<file path="config.mk">
export PLATFORM = sky130hd
export DESIGN_NAME = line_follow_ctrl_flat
export DESIGN_NICKNAME = d
export VERILOG_FILES = /design/src/rtl/car_pkg.sv /design/src/rtl/line_follow_ctrl_if.sv /design/src/rtl/line_follow_ctrl_debounce.sv /design/src/rtl/line_follow_ctrl.sv /design/src/flat_wrapper.sv
export SDC_FILE = /design/constraint.sdc
export NUM_CORES = 1
export LEC_CHECK = 0
export ABC_CLOCK_PERIOD_IN_PS = 2600
export BUFFER_PORTS_ARGS = -buffer_cell sky130_fd_sc_hd__buf_2
export CORE_ASPECT_RATIO = 0.5
export CORE_MARGIN = 4
export CORE_UTILIZATION = 30
export CTS_CLUSTER_DIAMETER = 60
export CTS_CLUSTER_SIZE = 14
export DETAILED_ROUTE_END_ITERATION = 10
export GPL_TIMING_DRIVEN = 0
export PLACE_DENSITY_LB_ADDON = 0.3
export SYNTH_ARGS = -nofsm -noshare
export SYNTH_HDL_FRONTEND = slang
export SYNTH_SLANG_ARGS = --single-unit
export TNS_END_PERCENT = 50
</file>
<file path="constraint.sdc">
create_clock -name clk -period 2.6 [get_ports clk]
set_input_delay 0.52 -clock clk [delete_from_list [all_inputs] [get_ports clk]]
set_output_delay 0.52 -clock clk [all_outputs]
set_load 0.05 [all_outputs]
</file>
<file path="src/rtl/car_pkg.sv">
// Shared definitions for the line-following car: tracker steering codes and
// the drive-sequencing state encoding (also exported as the mode output).
package car_pkg;

    localparam logic [1:0] TRK_LEFT   = 2'b00;
    localparam logic [1:0] TRK_DIRECT = 2'b01;
    localparam logic [1:0] TRK_RIGHT  = 2'b10;

    typedef enum logic [2:0] {
        IDLE     = 3'd0,
        STRAIGHT = 3'd1,
        TURN_L   = 3'd2,
        TURN_R   = 3'd3,
        SEARCH   = 3'd4,
        HALT     = 3'd5
    } drive_state_t;

    // Code 11 has no meaning of its own and steers like direct.
    function automatic drive_state_t steer_state(input logic [1:0] trk);
        case (trk)
            TRK_LEFT:  return TURN_L;
            TRK_RIGHT: return TURN_R;
            default:   return STRAIGHT;
        endcase
    endfunction

endpackage

</file>
<file path="src/rtl/line_follow_ctrl_if.sv">
// Sensor-in / wheel-command-out bundle between the tracker, the drive
// controller (master) and the motor PWM block (slave).
interface line_follow_ctrl_if
    import car_pkg::*;
#(
    parameter int SPEED_W = 10
);
    logic [1:0]         tracker_state;
    logic               left_track;
    logic               mid_track;
    logic               right_track;
    logic [SPEED_W-1:0] left_speed;
    logic [SPEED_W-1:0] right_speed;
    logic               left_dir;
    logic               right_dir;
    drive_state_t       mode;
    logic               lost;

    modport master (
        input  tracker_state, left_track, mid_track, right_track,
        output left_speed, right_speed, left_dir, right_dir, mode, lost
    );

    modport slave (
        output tracker_state, left_track, mid_track, right_track,
        input  left_speed, right_speed, left_dir, right_dir, mode, lost
    );

endinterface

</file>
<file path="src/rtl/line_follow_ctrl_debounce.sv">
// Candidate/count debouncer: stable asserts on the edge where the sample has
// been seen DEBOUNCE times in a row, so the consumer can act on that same edge.
module track_debounce #(
    parameter int               WIDTH     = 2,
    parameter int               DEBOUNCE  = 4,
    parameter logic [WIDTH-1:0] RESET_VAL = '0
) (
    input  logic             clk,
    input  logic             reset,
    input  logic [WIDTH-1:0] sample,
    output logic [WIDTH-1:0] accepted,
    output logic             stable
);
    localparam int            CW     = $clog2(DEBOUNCE + 1);
    localparam logic [CW-1:0] DB_MAX = CW'(DEBOUNCE);

    logic [WIDTH-1:0] candidate;
    logic [CW-1:0]    count;
    logic [CW-1:0]    count_next;

    always_comb begin
        count_next = count;
        if (sample != candidate) begin
            count_next = CW'(1);
        end else if (count != DB_MAX) begin
            count_next = count + CW'(1);
        end
    end

    always_ff @(posedge clk) begin
        if (!reset) begin
            candidate <= RESET_VAL;
            count     <= '0;
        end else begin
            candidate <= sample;
            count     <= count_next;
        end
    end

    // After this edge the candidate equals the sample, so expose the sample.
    assign stable   = (count_next == DB_MAX);
    assign accepted = sample;

endmodule

</file>
<file path="src/rtl/line_follow_ctrl.sv">
// Drive-sequencing FSM for the line-following car: debounced steering,
// lost-line detection, timed pivot search and sticky halt.
module line_follow_ctrl
    import car_pkg::*;
#(
    parameter int                 SPEED_W       = 10,
    parameter logic [SPEED_W-1:0] FAST_SPEED    = 10'd800,
    parameter logic [SPEED_W-1:0] SLOW_SPEED    = 10'd400,
    parameter logic [SPEED_W-1:0] SEARCH_SPEED  = 10'd500,
    parameter int                 DEBOUNCE      = 4,
    parameter int                 LOST_CYCLES   = 16,
    parameter int                 SEARCH_CYCLES = 256
) (
    input  logic               clk,
    input  logic               reset,
    input  logic               enable,
    line_follow_ctrl_if.master bus
);
    localparam int            LW         = $clog2(LOST_CYCLES + 1);
    localparam int            SW         = $clog2(SEARCH_CYCLES + 1);
    localparam logic [LW-1:0] LOST_MAX   = LW'(LOST_CYCLES);
    localparam logic [SW-1:0] SEARCH_MAX = SW'(SEARCH_CYCLES);

    drive_state_t       state, state_next;
    logic               last_left, last_left_next;
    logic               lost_q, lost_next;
    logic [LW-1:0]      white_cnt, white_cnt_next, white_inc;
    logic [SW-1:0]      search_cnt, search_cnt_next, search_inc;
    logic [SPEED_W-1:0] left_speed_q, right_speed_q, left_speed_next, right_speed_next;
    logic               left_dir_q, right_dir_q, left_dir_next, right_dir_next;
    logic [1:0]         accepted;
    logic               stable;
    logic               all_white;
    logic               driving;
    logic               lost_hit;
    logic               search_hit;

    track_debounce #(
        .WIDTH     (2),
        .DEBOUNCE  (DEBOUNCE),
        .RESET_VAL (TRK_DIRECT)
    ) u_debounce (
        .clk      (clk),
        .reset    (reset),
        .sample   (bus.tracker_state),
        .accepted (accepted),
        .stable   (stable)
    );

    // Timeouts look at the incremented count so they fire on the edge that reaches the limit.
    always_comb begin
        all_white  = !(bus.left_track || bus.mid_track || bus.right_track);
        driving    = state inside {STRAIGHT, TURN_L, TURN_R};
        white_inc  = (white_cnt == LOST_MAX) ? white_cnt : white_cnt + LW'(1);
        search_inc = (search_cnt == SEARCH_MAX) ? search_cnt : search_cnt + SW'(1);
        lost_hit   = driving && all_white && (white_inc == LOST_MAX);
        search_hit = (search_inc == SEARCH_MAX);
    end

    always_comb begin
        state_next = state;
        lost_next  = lost_q;
        if (!enable) begin
            state_next = IDLE;
            lost_next  = 1'b0;
        end else begin
            case (state)
                IDLE: state_next = STRAIGHT;
                STRAIGHT, TURN_L, TURN_R: begin
                    if (lost_hit) begin
                        state_next = SEARCH;
                    end else if (stable) begin
                        state_next = steer_state(accepted);
                    end
                end
                SEARCH: begin
                    if (!all_white) begin
                        state_next = STRAIGHT;
                    end else if (search_hit) begin
                        state_next = HALT;
                        lost_next  = 1'b1;
                    end
                end
                HALT:    state_next = HALT;
                default: state_next = IDLE;
            endcase
        end
    end

    always_comb begin
        white_cnt_next = (driving && all_white && state_next != SEARCH) ? white_inc : '0;

        search_cnt_next = search_cnt;
        if (state_next == SEARCH && state != SEARCH) begin
            search_cnt_next = '0;
        end else if (state == SEARCH) begin
            search_cnt_next = search_inc;
        end

        last_left_next = last_left;
        if (state_next == TURN_L) begin
            last_left_next = 1'b1;
        end else if (state_next == TURN_R) begin
            last_left_next = 1'b0;
        end
    end

    // Wheel commands are decoded from the next state so they register alongside it.
    always_comb begin
        left_speed_next  = '0;
        right_speed_next = '0;
        left_dir_next    = 1'b1;
        right_dir_next   = 1'b1;
        case (state_next)
            STRAIGHT: begin
                left_speed_next  = FAST_SPEED;
                right_speed_next = FAST_SPEED;
            end
            TURN_L: begin
                left_speed_next  = SLOW_SPEED;
                right_speed_next = FAST_SPEED;
            end
            TURN_R: begin
                left_speed_next  = FAST_SPEED;
                right_speed_next = SLOW_SPEED;
            end
            SEARCH: begin
                left_speed_next  = SEARCH_SPEED;
                right_speed_next = SEARCH_SPEED;
                left_dir_next    = !last_left_next;
                right_dir_next   = last_left_next;
            end
            default: begin
                left_speed_next  = '0;
                right_speed_next = '0;
            end
        endcase
    end

    always_ff @(posedge clk) begin
        if (!reset) begin
            state         <= IDLE;
            last_left     <= 1'b1;
            lost_q        <= 1'b0;
            white_cnt     <= '0;
            search_cnt    <= '0;
            left_speed_q  <= '0;
            right_speed_q <= '0;
            left_dir_q    <= 1'b1;
            right_dir_q   <= 1'b1;
        end else begin
            state         <= state_next;
            last_left     <= last_left_next;
            lost_q        <= lost_next;
            white_cnt     <= white_cnt_next;
            search_cnt    <= search_cnt_next;
            left_speed_q  <= left_speed_next;
            right_speed_q <= right_speed_next;
            left_dir_q    <= left_dir_next;
            right_dir_q   <= right_dir_next;
        end
    end

    assign bus.mode        = state;
    assign bus.lost        = lost_q;
    assign bus.left_speed  = left_speed_q;
    assign bus.right_speed = right_speed_q;
    assign bus.left_dir    = left_dir_q;
    assign bus.right_dir   = right_dir_q;

endmodule

</file>
<file path="src/flat_wrapper.sv">
// flat-port wrapper written by rule: the top's interface ports become plain ports
module line_follow_ctrl_flat import car_pkg::*;
#(
    parameter int                 SPEED_W       = 10,
    parameter logic [SPEED_W-1:0] FAST_SPEED    = 10'd800,
    parameter logic [SPEED_W-1:0] SLOW_SPEED    = 10'd400,
    parameter logic [SPEED_W-1:0] SEARCH_SPEED  = 10'd500,
    parameter int                 DEBOUNCE      = 4,
    parameter int                 LOST_CYCLES   = 16,
    parameter int                 SEARCH_CYCLES = 256
)
  (clk, reset, enable, bus_tracker_state, bus_left_track, bus_mid_track, bus_right_track, bus_left_speed, bus_right_speed, bus_left_dir, bus_right_dir, bus_mode, bus_lost);
  line_follow_ctrl_if #(.SPEED_W(SPEED_W)) bus_i ();
  input  logic clk;
  input  logic reset;
  input  logic enable;
  input wire logic [$bits(bus_i.tracker_state)-1:0] bus_tracker_state;
  input wire logic [$bits(bus_i.left_track)-1:0] bus_left_track;
  input wire logic [$bits(bus_i.mid_track)-1:0] bus_mid_track;
  input wire logic [$bits(bus_i.right_track)-1:0] bus_right_track;
  output wire logic [$bits(bus_i.left_speed)-1:0] bus_left_speed;
  output wire logic [$bits(bus_i.right_speed)-1:0] bus_right_speed;
  output wire logic [$bits(bus_i.left_dir)-1:0] bus_left_dir;
  output wire logic [$bits(bus_i.right_dir)-1:0] bus_right_dir;
  output wire logic [$bits(bus_i.mode)-1:0] bus_mode;
  output wire logic [$bits(bus_i.lost)-1:0] bus_lost;
  assign bus_i.tracker_state = bus_tracker_state;
  assign bus_i.left_track = bus_left_track;
  assign bus_i.mid_track = bus_mid_track;
  assign bus_i.right_track = bus_right_track;
  assign bus_left_speed = bus_i.left_speed;
  assign bus_right_speed = bus_i.right_speed;
  assign bus_left_dir = bus_i.left_dir;
  assign bus_right_dir = bus_i.right_dir;
  assign bus_mode = bus_i.mode;
  assign bus_lost = bus_i.lost;
  line_follow_ctrl #(.SPEED_W(SPEED_W), .FAST_SPEED(FAST_SPEED), .SLOW_SPEED(SLOW_SPEED), .SEARCH_SPEED(SEARCH_SPEED), .DEBOUNCE(DEBOUNCE), .LOST_CYCLES(LOST_CYCLES), .SEARCH_CYCLES(SEARCH_CYCLES)) u_core (.clk(clk), .reset(reset), .enable(enable), .bus(bus_i));
endmodule
</file>
== Word level (Yosys, flattened, before mapping) ==
Cells that the tools add are included.
Storage, ports and cells
  logic and storage cells: 69
  output and inout port bits: 26
  flip-flop bits (word level): 46
  input bits: 8
Operators by class
  add/subtract/negate cells: 3
  eq/ne operators: 19
  reduce and logical (&&, ||, !) cells: 19
  bitwise operators: 2
  mux-type cells: 15
Operator list (count)
  $pmux W10 S3: 2
  $mux W3: 7
  $eq A9 B9 Y1 const B: 2
  $eq A3 B2 Y1 const B: 4
  $eq A3 B3 Y1 const B: 4
  $pmux W3 S4: 1
  $eq A5 B5 Y1 const B: 2
  $add A9 B1 Y9 const B: 1
  $mux W9: 1
  $ne A3 B3 Y1 const B: 3
  $eq A3 B1 Y1 const B: 2
  $reduce_and A2 Y1: 3
  $reduce_or A2 Y1: 3
  $add A5 B1 Y5 const B: 1
  $mux W5: 1
  $logic_and A1 B1 Y1: 4
  $pmux W2 S2: 1
  $add A3 B1 Y3 const B: 1
  $logic_not A3 Y1: 1
  $reduce_and A3 Y1: 1
  $reduce_bool A3 Y1: 1
  $reduce_or A3 Y1: 1
  $eq A2 B2 Y1 const B: 1
  $logic_not A1 Y1: 2
  other kinds (5): 8

== Logic depth before layout (Yosys ltp) ==
Gate-level depths: netlist (run 1).
  word-level depth: 12
  depth in mapped cells: 9
  mapped depth without buffers: 9

== By module ==
A second synthesis (run 1) with hierarchy kept.
Second synthesis, totals
  cells, all modules: 234
  area, all modules: 1955.6 sq um
By module, submodules not included
  line_follow_ctrl: instances 1, cells an instance 205, seq. area each 600.6 sq um, area each 1691.6 sq um
  track_debounce: instances 1, cells an instance 29, seq. area each 100.1 sq um, area each 264.0 sq um

== Worst setup path after synthesis (run 1) ==
No wires, ideal clock.
  path type: register to register
  from: register u_core.state[2] (netlist: u_core.bus.mode[2])
  to: register u_core.right_speed_q[5] (netlist: u_core.bus.right_speed[5])
  library setup time: 115 ps
  buffers on the path: 1
  stages on the path, launching flop included: 9
  arrival time: 2130 ps
  clock period less this slack: 2245 ps
  setup slack: 355 ps
  data required time: 2485 ps
  path through: dfxtp_1 > nand2b_4 > or2_0 > buf_2 > a2111oi_4 > a31oi_2 > o21ai_2 > mux2i_1 > o21a_1
Between the ends
  cells in the longest elaborated chain, start to end: 10
  elaborated cells on any way between the ends: 22
  classes of those cells: eq/ne: 9; mux: 7; reduce/logical: 6
Ends and longest elaborated chain
  start: declaration: line line_follow_ctrl.sv:24  | drive_state_t state, state_next;
  start signal: assignment: line line_follow_ctrl.sv:152  | state <= state_next;
  $eq A3 B1 Y1 or $eq A3 B2 Y1 (tied branches): line line_follow_ctrl.sv:53, line_follow_ctrl.sv:67
  $reduce_bool A3 Y1: line line_follow_ctrl.sv:53  | driving = state inside {STRAIGHT, TURN_L, TURN_R};
  $logic_and A1 B1 Y1 (2 in a row): line line_follow_ctrl.sv:56  | lost_hit = driving && all_white && (white_inc == LOST_MAX);
  $mux W3: line line_follow_ctrl.sv:70  | if (lost_hit) begin
  $pmux W3 S4 (*): line line_follow_ctrl.sv:67  | case (state)
  $mux W3 (*): line line_follow_ctrl.sv:63  | if (!enable) begin
  $eq A3 B1 Y1 or $eq A3 B2 Y1 (tied branches): line line_follow_ctrl.sv:114  | case (state_next)
  $reduce_or A2 Y1 (no line)
  $pmux W10 S3 (*): line line_follow_ctrl.sv:114
  end signal: assignment: line line_follow_ctrl.sv:158  | right_speed_q <= right_speed_next;
  end: declaration: line line_follow_ctrl.sv:29  | logic [SPEED_W-1:0] left_speed_q, right_speed_q, left_speed_next, right_speed_next;
Mark *: on every way between the ends. The rest lies on a longest branch, timed or not.
A chain may end at the register's enable or synchronous reset.

== Worst setup path in the final report (run 1) ==
  from: register u_core.u_debounce.count[1]
  to: register u_core.search_cnt[2]
Between the ends
  cells in the longest elaborated chain, start to end: 11
  elaborated cells on any way between the ends: 12
  classes of those cells: add/sub: 1; eq/ne: 3; mux: 6; reduce/logical: 2
Ends and longest elaborated chain
  start: declaration: line line_follow_ctrl_debounce.sv:18  | logic [CW-1:0] count;
  start signal: assignment: line line_follow_ctrl_debounce.sv:36  | count <= count_next;
  $add A3 B1 Y3 or $ne A3 B3 Y1 (tied branches): line line_follow_ctrl_debounce.sv:26, line_follow_ctrl_debounce.sv:25
  $mux W3 (*): line line_follow_ctrl_debounce.sv:25  | end else if (count != DB_MAX) begin
  $mux W3 (*): line line_follow_ctrl_debounce.sv:23  | if (sample != candidate) begin
  $eq A3 B3 Y1 (*): line line_follow_ctrl_debounce.sv:41  | assign stable = (count_next == DB_MAX);
  $mux W3 (*): line line_follow_ctrl.sv:72  | end else if (stable) begin
  $mux W3 (*): line line_follow_ctrl.sv:70
  $pmux W3 S4 (*): line line_follow_ctrl.sv:67
  $mux W3 (*): line line_follow_ctrl.sv:63
  $eq A3 B3 Y1 (*): line line_follow_ctrl.sv:94  | if (state_next == SEARCH && state != SEARCH) begin
  $logic_and A1 B1 Y1 (*): line line_follow_ctrl.sv:94
  $reduce_or A2 Y1 (no line) (*)
  end signal: assignment: line line_follow_ctrl.sv:156  | search_cnt <= search_cnt_next;
  end: declaration: line line_follow_ctrl.sv:28  | logic [SW-1:0] search_cnt, search_cnt_next, search_inc;
Marked as above.

==> results.yml, run 1 <==
yosys:
  synth_area_leaders: "dfxtp_1 (37%), buf_4 (4.7%), nor2_1 (4.1%)"
  yosysMostFrequentCell: "dfxtp_1"
  yosys.area.top_type: "dfxtp_1"
  synth_area_um2: 1910
  yosys_warnings: 0
  synth-seq-area-share_pct: 36.7
  yosys.cell_types.count: 58
  synth-edff-count: 0
  ys.flop_type: "dfxtp_1"
  ys_async_sr_fraction_pct: 0
  synth_top_area_share_pct: 36.7
  syn_avg_cell_area_um2: 9.05
  synth_seq_cells: 35
  netlist_instances: 211
  synth_commonest_cells: "dfxtp_1 (35), nor2_1 (21), nand2_1 (15)"
sta:
  max_slew.worst_pin.slew_ps: 549
  finalCritPeriodShare_pct: 92.4
  slew_headroom_pct: 63.3
  min_period_ps: 2400
  fin_skew_ps: 5.72
  setup_viol: 0
  rsz0062_at_grt: "false"
  setup_slack_ps: 198
  slew_violations: 0
  hold_viol_final: 0
  fin_hold_ws_ps: 429
  max_freq_mhz: 416
  fin_tns_setup_ps: 0
clock_tree:
  clk_path_buf_depth: 2
  clk_latency_ps: 280
  clock_sinks: 35
  cts_made_buffers: 5
  cts_root_buffer: "clkbuf_16"
  hold_buffers: 0
  cts_tree: "built"
  h-tree-depth: 2
  path_clk_slew_ps: 50
worst_setup_path:
  worstSetupStartpointType: "flip-flop"
  critPathMaxFanout: 4
  worst_ep_required_time_ps: 2760
  critical_path_class: "reg -> reg"
  crit_arrival_ps: 2560
  crit_path_top_delay_cell: "or3b_1"
  cp_cell_sequence: "inv_1 > ha_1 > or3b_1 > a21oi_4 > mux2i_2 > o2111ai_2 > o21ai_2 > nor2_1"
  cpPeakStageDelay_ps: 400
  cp-end-kind: "flip-flop"
floorplan:
  io-pin-count: 34
  core_area_um2: 6130
  die_x_um: 121
  die_h_um: 64.4
  start_util_pct: 31.2
  row_count: 20
  dieArea_um2: 7790
place:
  gp_congestion: 0.831
  io_buffers: 27
  dp_hpwl_mm: 2.83
  dp_slack_ps: 6.03
detailed_routing:
  wire_per_inst_um: 11.1
  drt_wl_total_mm: 3.75
  drt-pass1-iter-count: 4
  drt_iter0_markers: 95
  drc: 0
  ant_nets: 0
  vias: 1536
  via_per_inst: 4.53
power:
  p_int_uw: 1030
  p_sw_uw: 292
  powerDensity_nw_per_um2: 563
  comb_power_share_pct: 8.8
  clockPowerShare_pct: 49.5
  p_leak_uw: 0.000918
  peakVddDrop_v: 0.000187
  p_sw_share_pct: 22.1
  p_seq_share_pct: 41.7
final_layout:
  nFillCells: 632
  multiInputGateArea_um2: 1090
  drive_above_1_share_pct: 28.3
  nets: 265
  seq_area_um2: 701
  synthToLayoutAreaGrowth_pct: 22.9
  diodes: 0
grt:
  grt_max_degree: 11
  antenna_found_initial: 0
  gr-usage-all-layers_pct: 10.1
  grt_pass1_vias: 1437
  grt_pass1_wl_mm: 6.46
  overflow: 0
job:
  maxCapViolCount: 0
min_path:
  hold_class: "reg -> reg"
outcome:
  status: "finished clean"
==> power groups by stage <==
stage	combinational [uW]	sequential [uW]	clock, uW
2_1_floorplan	69.9	584	0
3_3_place_gp	114	562	0
3_5_place_dp	115	563	0
4_1_cts	116	551	669
5_1_grt	125	552	689
6_report	116	551	653
==> what timing repair did <==
action	CTS	global route
buffers inserted	0	1
gates resized for setup	0	2
setup endpoints to repair	0	7
==> cells by family (layout without fill, tap and decap cells) <==
group / after synthesis / count (layout) / share of synthesized area (%)
buffers and inverters: 27 / 62 / 7.73
flip-flops: 35 / 35 / 36.7
multiplexers: 3 / 3 / 1.57
XOR/XNOR: 11 / 11 / 5.04
AND/OR/NAND/NOR: 84 / 84 / 24.6
adder cells (fa/ha/maj): 6 / 6 / 3.93
AO/OA/AOI/OAI: 44 / 44 / 20.3
other: 1 / 6 / 0.196
==> sequential cells by signal, indices dropped and copies added (netlist names) <==
name	cells
u_core.bus.right_dir	1
u_core.white_cnt	5
u_core.bus.right_speed	5
u_core.bus.left_speed	4
u_core.last_left	1
u_core.u_debounce.candidate	2
u_core.bus.lost	1
u_core.u_debounce.count	3
u_core.bus.mode	3
u_core.search_cnt	9
u_core.bus.left_dir	1
==> cell usage in the layout, fill, tap and decap left out, types with 6 or more instances in the layout <==
cell type  count
dfxtp_1       35
buf_2         28
nor2_1        21
nand2_1       15
buf_4         13
inv_1         11
nand3_1        9
a21oi_1        7
xor2_1         7
o21ai_0        7
and2_1         6
conb_1         6
==> stage by stage <==
| step | cell area, um2 | power [uW] | cells | util (%) |
|---|---|---|---|---|
| 2_1_floorplan | 1930 | 654 | 216 | - |
| 3_3_place_gp | 2170 | 676 | 331 | 35.5 |
| 3_5_place_dp | 2170 | 678 | 331 | 35.5 |
| 4_1_cts | 2330 | 1340 | 338 | 38.1 |
| 5_1_grt | 2350 | 1370 | 339 | 38.3 |
| 6_report | 2350 | 1320 | 339 | 38.3 |
==> critical path: cells and delay by family (launching register included) <==
family / cells / cell delay, ps
AND/OR/NAND/NOR: 2 / 470
buffers and inverters: 1 / 60
flip-flops: 1 / 390
adder cells (fa/ha/maj): 1 / 300
AO/OA/AOI/OAI: 3 / 730
multiplexers: 1 / 330
==> metal layers <==
metal	share of wire [%]	up-vias	track usage, %
met3	4.5	7	2.70
met4	1.9	0	4.24
met5	0	-	0
met2	46	28	17.1
met1	47	702	12.2
li1	-	799	-
==> area by class of cell <==
cell class | count | area share (%)
Tap cell | 88 | 4.69
Sequential cell | 35 | 29.9
Inverter | 11 | 1.76
Clock inverter | 1 | 1.28
Clock buffer | 6 | 5.49
Buffer | 16 | 4.53
Timing Repair Buffer | 28 | 6.08
Multi-Input combinational cell | 154 | 46.3
==> worst paths after layout <==
check / start / to / slack (ps) / cells past startpoint
hold reg to reg: u_core.last_left / u_core.bus.left_dir / 430 / 1
hold / removal: u_core.last_left / u_core.bus.left_dir / 430 / 1
setup / recovery: u_core.u_debounce.count[1] / u_core.search_cnt[2] / 200 / 8
setup reg to reg: u_core.u_debounce.count[1] / u_core.search_cnt[2] / 200 / 8
(Power assumes the default switching activity.)
==> run 2, diff against run 1 <==
--- a/config.mk
+++ b/config.mk
@@ -9,7 +9,7 @@
 export BUFFER_PORTS_ARGS = -buffer_cell sky130_fd_sc_hd__buf_2
 export CORE_ASPECT_RATIO = 0.5
 export CORE_MARGIN = 4
-export CORE_UTILIZATION = 30
+export CORE_UTILIZATION = 25
 export CTS_CLUSTER_DIAMETER = 60
 export CTS_CLUSTER_SIZE = 14
 export DETAILED_ROUTE_END_ITERATION = 10
==> results.yml, run 2 (synthesized netlist as in run 1, its figures left out) <==
final_layout:
  synthToLayoutAreaGrowth_pct: 25.3
  regMostFlops: "u_core.search_cnt"
  nets: 265
  drive_above_1_share_pct: 29.0
  multiInputGateArea_um2: 1110
  diodes: 0
  final_area_um2: 2390
  layout_commonest_cell: "dfxtp_1"
  largest_register_ffs: 9
  seq_area_um2: 702
  nFillCells: 769
  final_cell_mix: "dfxtp_1 (34), buf_2 (28), nor2_1 (21), nand2_1 (15), buf_4 (13)"
job:
  maxCapViolCount: 0
worst_setup_path:
  reg2reg_depth: 8
  critPathMaxFanout: 8
  r2r-end: "u_core.bus.right_speed[5]"
  worstSetupStartpointType: "flip-flop"
  crit_arrival_ps: 2590
  cp-end-kind: "flip-flop"
  worstReg2RegStart: "u_core.search_cnt[0]"
  r2r_slack_ps: 180
  crit_start: "u_core.search_cnt[0]"
  critical_path_class: "reg -> reg"
  worst_ep_required_time_ps: 2770
place:
  gp_congestion: 0.819
  dpl_cell_area_um2: 2180
  io_buffers: 27
  dp_hpwl_mm: 2.97
detailed_routing:
  wire_per_inst_um: 11.5
  highest_layer: "met4"
  routed-wl-met2_mm: 1.75
  drt-pass1-iter-count: 4
  via_per_inst: 4.48
  wl_met3_um: 182
  drt_wl_total_mm: 4.02
  ant_nets: 0
  drt_iter0_markers: 77
  drc: 0
  vias: 1559
  wl_met1_mm: 2.02
min_path:
  holdPathEnd: "u_core.bus.left_dir"
  hp-start: "u_core.last_left"
  min_path_cells: 1
  hold_class: "reg -> reg"
floorplan:
  io-pin-count: 34
  die_h_um: 69.8
  die_x_um: 132
  row_count: 22
  dieArea_um2: 9190
  start_util_pct: 25.9
  core_area_um2: 7380
sta:
  min_period_ps: 2420
  slew_headroom_pct: 57.2
  finalCritPeriodShare_pct: 93.2
  fin_skew_ps: 2.51
  setup_viol: 0
  max_slew.worst_pin.slew_ps: 642
  slew_violations: 0
  rsz0062_at_grt: "false"
  hold_viol_final: 0
  max_freq_mhz: 413
power:
  p_leak_uw: 0.000932
  design_power_total_uw: 1350
  powerDensity_nw_per_um2: 564
  peakVddDrop_v: 0.000263
clock_tree:
  cts_root_buffer: "clkbuf_16"
  path_clk_slew_ps: 60
  cts_made_buffers: 5
  clock_sinks: 35
  clk_path_buf_depth: 2
  clk_latency_ps: 280
  h-tree-depth: 2
  cts_tree: "built"
grt:
  overflow: 0
  grt_pass1_vias: 1488
  grt_pass1_wl_mm: 7.02
  grt_max_degree: 13
  antenna_found_initial: 0
  gr-usage-all-layers_pct: 9.06
outcome:
  status: "finished clean"
run 2: repair_timing:
action                     CTS  global route
buffers inserted             0             1
hold buffers                 0             0
resized for setup            0             5
setup endpoints to repair    0            15
run 2: how the worst max path moves through the flow:
stage                                           end  slack (ps)  cells past startpoint
after global routing      u_core.bus.right_speed[5]          20                      8
after floorplan           u_core.bus.right_speed[5]         360                      8
final                     u_core.bus.right_speed[5]         180                      8
after CTS                      u_core.search_cnt[7]          70                      8
after detailed placement       u_core.search_cnt[2]          -6                      8
after global placement         u_core.search_cnt[2]         -20                      8
run 2: stage by stage:
step                      setup slack, ps  utilization [%]  instances  hold slack, ps  setup TNS (ps)
after detailed placement            -5.90             29.6        339             433           -15.4
after floorplan                       355                -        216             416               0
after global placement              -18.5             29.6        339             432           -64.3
final                                 176             32.4        348             434               0
after CTS                            74.4             31.9        347             441               0
after global routing                 19.5             32.4        348             460               0
run 2: layout make-up:
| cell class | count | area share (%) |
|---|---|---|
| Tap cell | 96 | 5.02 |
| Multi-Input combinational cell | 154 | 46.5 |
| Clock buffer | 5 | 5.23 |
| Timing Repair Buffer | 28 | 5.96 |
| Inverter | 11 | 1.73 |
| Clock inverter | 3 | 1.83 |
| Buffer | 16 | 4.44 |
| Sequential cell | 35 | 29.3 |
run 2: metal layers:
metal	vias to the layer above	track usage (%)
li1	802	-
met1	717	12.5
met2	34	14.1
met3	6	1.81
met4	0	3.14
met5	-	0
run 2: report_power, final:
group	total [uW]	switching (uW)	internal [uW]
registers	551	4.85	546
logic	120	83.5	36.6
clock network	679	228	452
total	1350	316	1030
run 2: worst max-delay path, cell delays in order, from the launching register on:
cell	delay (ps)
dfxtp_1	380
ha_1	310
or4b_2	630
nor3_1	140
a211o_1	170
a31oi_2	160
o21ai_2	180
mux2i_1	150
o21a_1	190
==> run 3, diff against run 2 <==
--- a/config.mk
+++ b/config.mk
@@ -14,7 +14,8 @@
 export CTS_CLUSTER_SIZE = 14
 export DETAILED_ROUTE_END_ITERATION = 10
 export GPL_TIMING_DRIVEN = 0
-export PLACE_DENSITY_LB_ADDON = 0.3
+export PLACE_DENSITY_LB_ADDON = 0.25
+export REMOVE_ABC_BUFFERS = 1
 export SYNTH_ARGS = -nofsm -noshare
 export SYNTH_HDL_FRONTEND = slang
 export SYNTH_SLANG_ARGS = --single-unit
==> results.yml, run 3 (synthesized netlist as in run 1, its figures left out) <==
outcome:
  status: "finished clean"
sta:
  finalCritPeriodShare_pct: 94.3
  min_period_ps: 2450
  fin_skew_ps: 3.79
  fin_tns_setup_ps: 0
  slew_headroom_pct: 61.1
  fin_hold_ws_ps: 429
  slew_violations: 0
  hold_viol_final: 0
  setup_viol: 0
  max_freq_mhz: 408
  rsz0062_at_grt: "false"
  max_slew.worst_pin.slew_ps: 581
  setup_slack_ps: 149
power:
  comb_power_share_pct: 8.0
  p_sw_uw: 310
  clockPowerShare_pct: 50.5
  p_sw_share_pct: 23.2
  powerDensity_nw_per_um2: 584
  p_seq_share_pct: 41.4
  p_leak_uw: 0.000862
  peakVddDrop_v: 0.000340
  p_int_uw: 1030
final_layout:
  layout_commonest_cell: "dfxtp_1"
  nets: 250
  nFillCells: 772
  drive_above_1_share_pct: 26.2
  largest_register_ffs: 9
  synthToLayoutAreaGrowth_pct: 19.8
  final_cell_mix: "dfxtp_1 (34), buf_2 (27), nor2_1 (21), nand2_1 (15), inv_1 (11)"
  multiInputGateArea_um2: 1110
  seq_area_um2: 702
  fin_cells: 333
  regMostFlops: "u_core.search_cnt"
  diodes: 0
detailed_routing:
  drt_wl_total_mm: 3.92
  vias: 1475
  via_per_inst: 4.43
  drt-pass1-iter-count: 4
  ant_nets: 0
  wire_per_inst_um: 11.8
  drc: 0
  drt_iter0_markers: 68
worst_setup_path:
  r2r_slack_ps: 150
  worstSetupStartpointType: "flip-flop"
  cp-end-kind: "flip-flop"
  worstReg2RegStart: "u_core.u_debounce.count[0]"
  worst_ep_required_time_ps: 2760
  reg2reg_depth: 8
  critical_path_class: "reg -> reg"
  r2r-end: "u_core.search_cnt[8]"
  critPathMaxFanout: 4
  crit_arrival_ps: 2610
clock_tree:
  h-tree-depth: 2
  hold_buffers: 0
  clk_latency_ps: 280
  cts_root_buffer: "clkbuf_16"
  path_clk_slew_ps: 60
  cts_tree: "built"
  clk_path_buf_depth: 2
  cts_made_buffers: 5
  clock_sinks: 35
place:
  dp_hpwl_mm: 2.91
  dp_slack_ps: -9.05
  io_buffers: 27
  gp_congestion: 0.794
  placed_cells_incl_taps: 323
floorplan:
  die_h_um: 69.8
  die_x_um: 132
  io-pin-count: 34
  start_util_pct: 25.9
  row_count: 22
  core_area_um2: 7380
  dieArea_um2: 9190
grt:
  grt_max_degree: 21
  antenna_found_initial: 0
  grt_pass1_vias: 1413
  overflow: 0
  gr-usage-all-layers_pct: 8.63
  grt_pass1_wl_mm: 6.58
min_path:
  hold_class: "reg -> reg"
  holdPathEnd: "u_core.bus.left_dir"
  min_path_cells: 1
  hp-start: "u_core.last_left"
job:
  maxCapViolCount: 0
## run 3: cell types whose count changed in the layout (fill, tap and decap cells not counted), sizes merged
cell    delta
clkbuf     -3
buf       -12
## run 3: worst max-delay path by stage
stage | from | to | slack, ps | depth (start not counted)
after floorplan | u_core.bus.mode[2] | u_core.bus.right_speed[5] | 330 | 7
after global placement | bus_mid_track | u_core.search_cnt[2] | 20 | 8
after detailed placement | bus_mid_track | u_core.search_cnt[8] | -9 | 8
after CTS | u_core.u_debounce.count[0] | u_core.search_cnt[8] | 70 | 8
after global routing | u_core.search_cnt[0] | u_core.bus.right_speed[5] | 0.6 | 8
final | u_core.u_debounce.count[0] | u_core.search_cnt[8] | 150 | 8
## run 3: power by group through the flow
| stage | registers [uW] | clock network, uW | logic (uW) |
|---|---|---|---|
| after floorplan | 585 | 0 | 57.8 |
| after global placement | 564 | 0 | 104 |
| after detailed placement | 565 | 0 | 105 |
| after CTS | 553 | 694 | 106 |
| after global routing | 555 | 720 | 116 |
| final | 553 | 676 | 108 |
## run 3: metrics by stage
stage | area (um2) | power, uW | util, %
3_3_place_gp | 2080 | 669 | 28.2
3_5_place_dp | 2080 | 670 | 28.2
5_1_grt | 2290 | 1390 | 31.0
4_1_cts | 2250 | 1350 | 30.5
2_1_floorplan | 1820 | 643 | -
6_report | 2290 | 1340 | 31.0
## run 3: critical path, stage by stage (launching register included)
cell,delay (ps)
dfxtp_1,360
inv_1,60
ha_1,330
or3b_1,410
a21oi_4,280
mux2i_4,340
o2111ai_4,180
o21ai_2,300
nor2_1,80
## run 3: repair_timing
action | in CTS | in global routing
endpoints found under the setup margin | 0 | 9
gates resized for setup | 0 | 5
buffers inserted | 0 | 2
## run 3: cell type report
type,count,area share (%)
Timing Repair Buffer,29,6.56
Clock inverter,3,1.91
Sequential cell,35,30.7
Inverter,11,1.80
Clock buffer,5,5.46
Multi-Input combinational cell,154,48.4
Tap cell,96,5.25
## run 3: routing by layer
metal	vias to the layer above	track usage, %	wire (um)
met4	0	3.96	68
li1	773	-	-
met5	-	0	0
met3	7	1.88	173
met2	39	13.8	1710
met1	656	11.2	1960
